## src/rtl/adsr_pkg.sv

```systemverilog
// Shared types and width helpers for the ADSR envelope generator.
package adsr_pkg;

    localparam int unsigned FRAC_DEF = 8;

    typedef enum logic [2:0] {
        IDLE    = 3'd0,
        ATTACK  = 3'd1,
        DECAY   = 3'd2,
        SUSTAIN = 3'd3,
        RELEASE = 3'd4
    } state_t;

    function automatic int unsigned acc_width(input int unsigned width, input int unsigned frac);
        return width + frac;
    endfunction

    function automatic int unsigned acc_max(input int unsigned acc_w);
        return (32'd1 << acc_w) - 32'd1;
    endfunction

endpackage

```

## src/rtl/adsr_envelope_tick_prescaler.sv

```systemverilog
// Free-running divider producing a one-clock tick every CLKSPEED/TICK_HZ clocks.
module tick_prescaler #(
    parameter int unsigned CLKSPEED = 48_000_000,
    parameter int unsigned TICK_HZ  = 48_000
) (
    input  logic clk,
    input  logic reset,
    output logic tick
);

    localparam int unsigned DIV = CLKSPEED / TICK_HZ;
    localparam int unsigned CW  = (DIV > 1) ? $clog2(DIV) : 1;
    localparam logic [CW-1:0] LAST = CW'(DIV - 1);

    logic [CW-1:0] count;

    always_ff @(posedge clk) begin
        if (reset) begin
            count <= '0;
        end else if (count == LAST) begin
            count <= '0;
        end else begin
            count <= count + CW'(1);
        end
    end

    assign tick = (count == LAST);

endmodule

```

## src/rtl/adsr_envelope.sv

```systemverilog
// Linear ADSR envelope: synchronised gate edges drive the FSM, a prescaled
// tick advances a fixed-point accumulator whose integer part is the amplitude.
module adsr_envelope
    import adsr_pkg::*;
#(
    parameter int unsigned CLKSPEED = 48_000_000,
    parameter int unsigned TICK_HZ  = 48_000,
    parameter int unsigned WIDTH    = 10,
    parameter int unsigned FRAC     = FRAC_DEF
) (
    input  logic             clk,
    input  logic             reset,
    input  logic             gate,
    input  logic [15:0]      attack_step,
    input  logic [15:0]      decay_step,
    input  logic [WIDTH-1:0] sustain_level,
    input  logic [15:0]      release_step,
    output logic [WIDTH-1:0] amp_out,
    output logic [2:0]       stage,
    output logic             active
);

    localparam int unsigned ACC_W = acc_width(WIDTH, FRAC);
    localparam logic [ACC_W-1:0] ACC_MAX = ACC_W'(acc_max(ACC_W));

    logic             tick;
    logic             sync1, sync2, gate_prev;
    logic             rise, fall;
    state_t           state, state_n;
    logic [ACC_W-1:0] acc, acc_n;
    logic [ACC_W-1:0] target, atk_inc, dec_dec, rel_dec;
    logic [ACC_W:0]   atk_sum;
    logic [WIDTH-1:0] amp_d;
    logic [2:0]       stage_d;
    logic             active_d;

    tick_prescaler #(
        .CLKSPEED(CLKSPEED),
        .TICK_HZ (TICK_HZ)
    ) u_prescaler (
        .clk  (clk),
        .reset(reset),
        .tick (tick)
    );

    always_ff @(posedge clk) begin
        if (reset) begin
            sync1     <= 1'b0;
            sync2     <= 1'b0;
            gate_prev <= 1'b0;
        end else begin
            sync1     <= gate;
            sync2     <= sync1;
            gate_prev <= sync2;
        end
    end

    assign rise = sync2 & ~gate_prev;
    assign fall = ~sync2 & gate_prev;

    assign target  = {sustain_level, {FRAC{1'b0}}};
    assign atk_inc = ACC_W'(attack_step);
    assign dec_dec = ACC_W'(decay_step);
    assign rel_dec = ACC_W'(release_step);
    assign atk_sum = {1'b0, acc} + {1'b0, atk_inc};

    always_ff @(posedge clk) begin
        if (reset) begin
            state <= IDLE;
            acc   <= '0;
        end else begin
            state <= state_n;
            acc   <= acc_n;
        end
    end

    // Any gate edge takes priority and swallows a coincident tick.
    always_comb begin
        state_n = state;
        acc_n   = acc;
        if (rise) begin
            state_n = ATTACK;
        end else if (fall) begin
            if (state inside {ATTACK, DECAY, SUSTAIN}) begin
                state_n = RELEASE;
            end
        end else if (tick) begin
            unique case (state)
                IDLE: acc_n = '0;
                ATTACK: begin
                    if (atk_sum >= {1'b0, ACC_MAX}) begin
                        acc_n   = ACC_MAX;
                        state_n = DECAY;
                    end else begin
                        acc_n = atk_sum[ACC_W-1:0];
                    end
                end
                DECAY: begin
                    if ((acc <= target) || ((acc - target) <= dec_dec)) begin
                        acc_n   = target;
                        state_n = SUSTAIN;
                    end else begin
                        acc_n = acc - dec_dec;
                    end
                end
                SUSTAIN: acc_n = target;
                RELEASE: begin
                    if (acc <= rel_dec) begin
                        acc_n   = '0;
                        state_n = IDLE;
                    end else begin
                        acc_n = acc - rel_dec;
                    end
                end
                default: begin
                    acc_n   = '0;
                    state_n = IDLE;
                end
            endcase
        end
    end

    always_comb begin
        amp_d    = acc[ACC_W-1:FRAC];
        stage_d  = state;
        active_d = (state != IDLE);
    end

    always_ff @(posedge clk) begin
        if (reset) begin
            amp_out <= '0;
            stage   <= 3'd0;
            active  <= 1'b0;
        end else begin
            amp_out <= amp_d;
            stage   <= stage_d;
            active  <= active_d;
        end
    end

endmodule

```

## config.mk

```make
export PLATFORM = sky130hd
export DESIGN_NAME = adsr_envelope
export DESIGN_NICKNAME = d
export VERILOG_FILES = /design/src/rtl/adsr_pkg.sv /design/src/rtl/adsr_envelope_tick_prescaler.sv /design/src/rtl/adsr_envelope.sv
export SDC_FILE = /design/constraint.sdc
export NUM_CORES = 1
export LEC_CHECK = 0
export CAP_MARGIN = 20
export CORE_ASPECT_RATIO = 2
export CORE_MARGIN = 2
export CORE_UTILIZATION = 57
export DETAILED_ROUTE_END_ITERATION = 16
export HOLD_SLACK_MARGIN = 0.08
export PLACE_DENSITY = 0.83
export SYNTH_ARGS = -nofsm -noshare
export SYNTH_HDL_FRONTEND = slang
export SYNTH_SLANG_ARGS = --single-unit
export TNS_END_PERCENT = 30
```

## constraint.sdc

```tcl
create_clock -name clk -period 4.8 [get_ports clk]
set_input_delay 0.96 -clock clk [delete_from_list [all_inputs] [get_ports clk]]
set_output_delay 0.96 -clock clk [all_outputs]
set_load 0.03 [all_outputs]
```

; ---- Word level (Yosys, flattened, before mapping)
; Cells that the tools add are included.
[word_totals]
out_inout_bits = 14
reg_bits = 48
word_cells = 64
[op_classes]
n_lt_le_gt_ge = 4
addsub = 5
n_mux = 12
bitwise = 6
n_eq_ne = 15
reduce_logical = 12
[op_table]
columns = operator, count
row1 = $pmux W18 S4, 1
row2 = $mux W18, 3
row3 = $le A18 B16 Y1, 2
row4 = $sub A18 B16 Y18, 2
row5 = $add A18 B16 Y19, 1
row6 = $ge A19 B18 Y1 const B, 1
row7 = $le A18 B18 Y1, 1
row8 = $mux W3, 6
row9 = $sub A18 B18 Y18, 1
row10 = $pmux W3 S4, 1
row11 = $reduce_and A6 Y1, 2
row12 = $add A10 B1 Y10 const B, 1
row13 = $eq A10 B10 Y1 const B, 1
row14 = $ne A3 B2 Y1 const B, 3
row15 = $reduce_bool A3 Y1, 3
row16 = $ne A4 B3 Y1 const B, 2
row17 = $eq A3 B2 Y1 const B, 2
row18 = $reduce_or A2 Y1, 3
row19 = $ne A2 B1 Y1 const B, 2
row20 = $ne A4 B4 Y1 const B, 1
row21 = $not A1 Y1, 4
row22 = $eq A3 B1 Y1 const B, 1
row23 = $eq A3 B3 Y1 const B, 1
row24 = $logic_not A3 Y1, 1
row25 = other kinds (7), 8

; ---- Depth between registers and ports, before layout
[logic_depth]
depth_word = 8
ltp_mapped = 20
mapped_depth_nobuf = 19

; ---- Cells and area by module
; From an unflattened synthesis, not the netlist that was laid out.
[unflattened]
hier_cells = 726
hier_area_um2 = 5550.3
[modules_own_cells]
columns = module, seq_area_each_um2, cells_per_inst, n_inst, area_per_inst_um2
row1 = adsr_envelope, 760.7, 670, 1, 5059.9
row2 = tick_prescaler, 200.2, 56, 1, 490.5

; ---- Worst setup path after synthesis
; Ideal clock, no wire load.
[synth_timing]
path_kind = input -> register
from = input sustain_level[0]
to = register acc[13]
stages = 18
slack_ns = 0.702
required_ns = 4.678
path_buffers = 1
setup_ns = 0.122
arrival_ns = 3.977
path_cell_list = ha_1 -> inv_1 -> fa_1 -> a21o_1 -> a21oi_1 -> o21ai_0 -> a21oi_1 -> xnor2_1 -> ha_1 -> nand3_1 -> nor2_1 -> o21ai_0 -> o221ai_1 -> a2bb2oi_1 -> nor2_1 -> clkbuf_1 -> o21ai_0 -> a221o_1
[synth_via]
elab_chain_len = 5
[synth_rtl]
columns = item, line
row1 = start: declaration, adsr_envelope.sv:16  ; input logic [WIDTH-1:0] sustain_level,
row2 = $sub A18 B18 Y18, adsr_envelope.sv:99  ; if ((acc <= target) || ((acc - target) <= dec_dec)) begin
row3 = $le A18 B16 Y1, adsr_envelope.sv:99
row4 = $logic_or A1 B1 Y1 (*), adsr_envelope.sv:99
row5 = $mux W18 (*), adsr_envelope.sv:99
row6 = $pmux W18 S4 (*), adsr_envelope.sv:88  ; unique case (state)
row7 = end signal: assignment, adsr_envelope.sv:73  ; acc <= acc_n;
row8 = end: declaration, adsr_envelope.sv:30  ; logic [ACC_W-1:0] acc, acc_n;
; Every way passes the cells marked *; elsewhere a longest branch is shown, timed or not.
; A chain may end at the register's enable or synchronous reset.

; ---- Final worst setup path
[layout_timing]
from = input sustain_level[0]
to = register state[0] (netlist: stage_d[0])
[layout_via]
elab_chain_len = 5
[layout_rtl]
columns = item, line
row1 = $sub A18 B18 Y18, adsr_envelope.sv:99
row2 = $le A18 B16 Y1, adsr_envelope.sv:99
row3 = $logic_or A1 B1 Y1 (*), adsr_envelope.sv:99
row4 = $ne A4 B3 Y1 (no line) (*), --
row5 = $reduce_and A6 Y1 (no line) (*), --
row6 = end signal: assignment, adsr_envelope.sv:72  ; state <= state_n;
row7 = end: declaration, adsr_envelope.sv:29  ; state_t state, state_n;
; Marked as above.

==> impl_summary.log <==
[metrics] Routed WL per cell: 19.7 um
[metrics] setup repair after global routing missed its margin: no
[metrics] P&R area growth vs syn: 21.2%
[metrics] DIE HEIGHT: 145 um
[metrics] total power per unit cell area: 158 nW/um^2
[metrics] CP Cell Sequence: clkdlybuf4s50_1 > ha_1 > inv_1 > fa_1 > a21o_1 > a21oi_2 > o21ai_0 > a21oi_1 > xnor2_1 > ha_1 > nand3_1 > nor2_1 > o21ai_0 > o221ai_1 > a2bb2oi_2 > o21bai_1 > a211oi_1 > o21ai_1 > mux2_1
[metrics] number of slew-limit violations in the final report: 0
[metrics] Overall Global Routing Usage: 36.2%
[metrics] drt first-iter violations: 340
[metrics] 1st-pass router iterations: 5
[metrics] leading cell type in the layout, fill and taps excluded: clkdlybuf4s50_1
[metrics] dominant synthesized flop cell: dfxtp_1
[metrics] core box area: 9700 sq um
[metrics] family of cells with the greatest summed delay on the critical path: compound AO/OA/AOI/OAI gates
[metrics] class of the worst hold path: register to register
[metrics] count of flip-flops with a built-in enable after synthesis: 0
[metrics] transition time at the pin with the least slew margin: 814 ps
[metrics] static leakage: 3.10 nW
[metrics] Reg clk slew, reported paths: 70 ps
[metrics] slowest cell on the critical path: clkdlybuf4s50_1
[metrics] number of buffer cells added on primary ports: 74
[metrics] number of distinct library cells after synthesis: 75
[metrics] overall routed net length: 19000 um
[metrics] Post-Synthesis Cell Area: 5630 sq um
[metrics] Hold Path Depth: 1
[metrics] share of post-route cells with drive strength above 1: 7.49%
[metrics] Clk Latency, worst-skew pair: 300 ps
[metrics] required time worst endpoint: 4990 ps
[metrics] estimated wirelength of the detail-placed design: 15500 um
[metrics] cell count after synthesis: 743
[metrics] Die Footprint: 10700 sq um
[metrics] crit share post-route: 92.1%
[metrics] final critical delay including setup and external delays: 4420 ps
[metrics] top library cells by usage in the layout, fill and taps aside: clkdlybuf4s50_1, inv_1, ha_1, nand2_1, nor2_1
[metrics] Max clock buf depth: 2
[metrics] Remaining Overflow, GRT: 0
[metrics] share of flip-flops with an asynchronous set or reset after synthesis: 0%
[metrics] antenna violations before repair: 1
[metrics] flops & latches, synth: 48
[metrics] sort of element at the end of the critical path: register
[metrics] synthesis warning total: 0
[metrics] mean instance size in the synthesized netlist: 7.58 sq um
[metrics] critical path type: input port to register
[metrics] Worst Reg2Reg Path Length in Cells: 19
[metrics] library cell used as clock root buffer: clkbuf_16
[metrics] number of setup violations in the final report: 0
[metrics] final weighted congestion in routability-driven placement: 0.981
[metrics] via count of the first global-routing pass: 6054
[metrics] CTS tree: built
[metrics] Die X: 74.3 um
[metrics] slowest stage delay, CP: 500 ps
[metrics] starting density of the core: 58.0%
[metrics] top cells by area, synth: dfxtp_1, ha_1, inv_1, xnor2_1, nand2_1
[metrics] count of H-tree levels built during CTS: 2
[metrics] Critical Path AT: 4610 ps
[metrics] via-per-instance ratio: 6.24
[metrics] Max Clk Rate: 226 MHz
[metrics] final number of hold-violating endpoints: 0
[metrics] sequential-to-total area share from yosys stat: 17.1%
[metrics] number of core rows: 51
[metrics] I/O pin cnt: 75
[metrics] worst slew slack as a fraction of its limit: 45.6%
[metrics] buffer and inverter count on the worst path: 2
[metrics] wire length of the first global-routing pass: 29700 um
[metrics] reported max-cap violation count: 0
[metrics] count of clock tree sinks: 48
[metrics] portion of synthesized cell area occupied by the leading cell type: 17.1%
[metrics] NumNets Final: 962
[metrics] number of buffers created by CTS: 5
[metrics] maximum number of pins on one net before global-route repair: 26
[metrics] Synth Net Count: 878
[metrics] Vias: 5998
[metrics] run status: complete, no violations
[metrics] worst slack on hold paths: 462 ps
[metrics] maximum fanout count along the critical path: 4
[metrics] count of unresolved DRC violations after routing: 0
[metrics] count of cell instances traversed by the critical path: 19
[metrics] total of fill cells in the finished design: 853
[metrics] core occupancy in the finished layout: 70.4%
[metrics] Final Skew: 12.1 ps
[metrics] kind of start point of the critical path: input port
[metrics] count of nets left with antenna violations after detail routing: 0
[metrics] worst voltage drop across the vdd grid: 0.134 mV
[metrics] largest area contributor in the netlist: dfxtp_1
==> flip-flops by register name, indices dropped and copies added, names as in the netlist <==
name / count
active: 1
stage: 3
acc: 18
sync1: 1
u_prescaler.count: 10
stage_d: 3
sync2: 1
gate_prev: 1
amp_out: 10
==> worst reg2reg max path, cell delays in order (launching register included) <==
cell       delay, ps
dfxtp_1          450
inv_1            230
ha_1             190
inv_1             50
fa_1             370
a21o_1           180
a21oi_2          220
o21ai_0          110
a21oi_1          200
xnor2_1           90
ha_1             290
nand3_1           60
nor2_1           130
o21ai_0          120
o221ai_1         190
a2bb2oi_2        110
o21bai_1         300
a211oi_1         120
o21ai_1          110
mux2_1           330
==> cell usage after synthesis (4+ instances only) <==
cell type,number
a211oi_1,8
o21ai_0,34
inv_1,70
o31ai_1,6
o211ai_1,7
o21ai_1,8
a31oi_1,5
nand4_1,10
nand2_1,65
o221ai_1,11
and4_1,4
a21o_1,26
or2_2,9
nor4_1,7
o31a_1,4
a21oi_1,48
dfxtp_1,48
nand3_1,17
mux2i_1,4
nor4b_1,4
o21bai_1,9
nor2_1,60
nor3_1,17
and3_1,10
ha_1,70
nor2b_1,21
o21a_1,6
fa_1,4
xnor2_1,30
clkbuf_1,20
nand2b_1,7
a22oi_1,10
xor2_1,22
==> metal layers <==
layer / GRT usage, % / share of wire [%]
met5: 0 / 0
met1: 36.1 / 35
met4: 23.9 / 7.4
met2: 66.3 / 52
met3: 5.71 / 5.5
==> stage by stage <==
step	TNS (ps)	cells	cell area [sq um]	total power [W]	worst slack, ps
after floorplan	0	743	5630	0.000542	702
final	0	961	6820	0.00108	381
after detailed placement	-373	952	6630	0.000644	-78.1
after global routing	0	961	6820	0.00111	61.2
after global placement	0	952	6630	0.000640	46.6
after CTS	0	960	6810	0.00107	202
==> final timing paths <==
path | to | from | slack, ps
min reg2reg | sync2$_SDFF_PP0_ | sync1$_SDFF_PP0_ | 460
min | sync2$_SDFF_PP0_ | sync1$_SDFF_PP0_ | 460
max | stage_d[0]$_SDFFE_PP0P_ | sustain_level[0] | 380
max reg2reg | stage_d[0]$_SDFFE_PP0P_ | acc[8]$_SDFFE_PP0P_ | 830
==> power by group <==
| group | internal (W) | total (W) | leakage [nW] | switching, W |
|---|---|---|---|---|
| Combinational | 0.000115 | 0.000236 | 2.63 | 0.000121 |
| Sequential | 0.000401 | 0.000404 | 0.388 | 0.00000283 |
| Clock | 0.000262 | 0.000437 | 0.0871 | 0.000175 |
| Total | 0.000778 | 0.00108 | 3.10 | 0.000299 |
==> cells by family after synthesis <==
logic type / Yosys count / synth area share (%)
AOI/OAI and AO/OA: 218 / 27.3
and+or+nand+nor: 252 / 22.8
xor gates and xnor gates: 53 / 8.38
adders and majority gates: 74 / 17.0
muxes: 6 / 1.11
buffers and inverters: 92 / 6.29
DFF: 48 / 17.1
==> what timing repair did <==
item | 4_1_cts | 5_1_grt
hold buffers | 0 | 0
gates resized for setup | 0 | 3
buffers inserted | 0 | 0
endpoints found under the setup margin | 0 | 19
==> layout make-up <==
class / count / area (sq um) / share of cell area [%]
diodes: 1 / 2.50 / 0.0367
clock buffers: 6 / 139 / 2.04
clock inverters: 2 / 38.8 / 0.568
inverters: 70 / 263 / 3.85
multi-input cells: 603 / 4330 / 63.4
flip-flops and latches: 48 / 961 / 14.1
well taps: 132 / 165 / 2.42
repair buffers: 99 / 928 / 13.6
(Power assumes the default switching activity.)
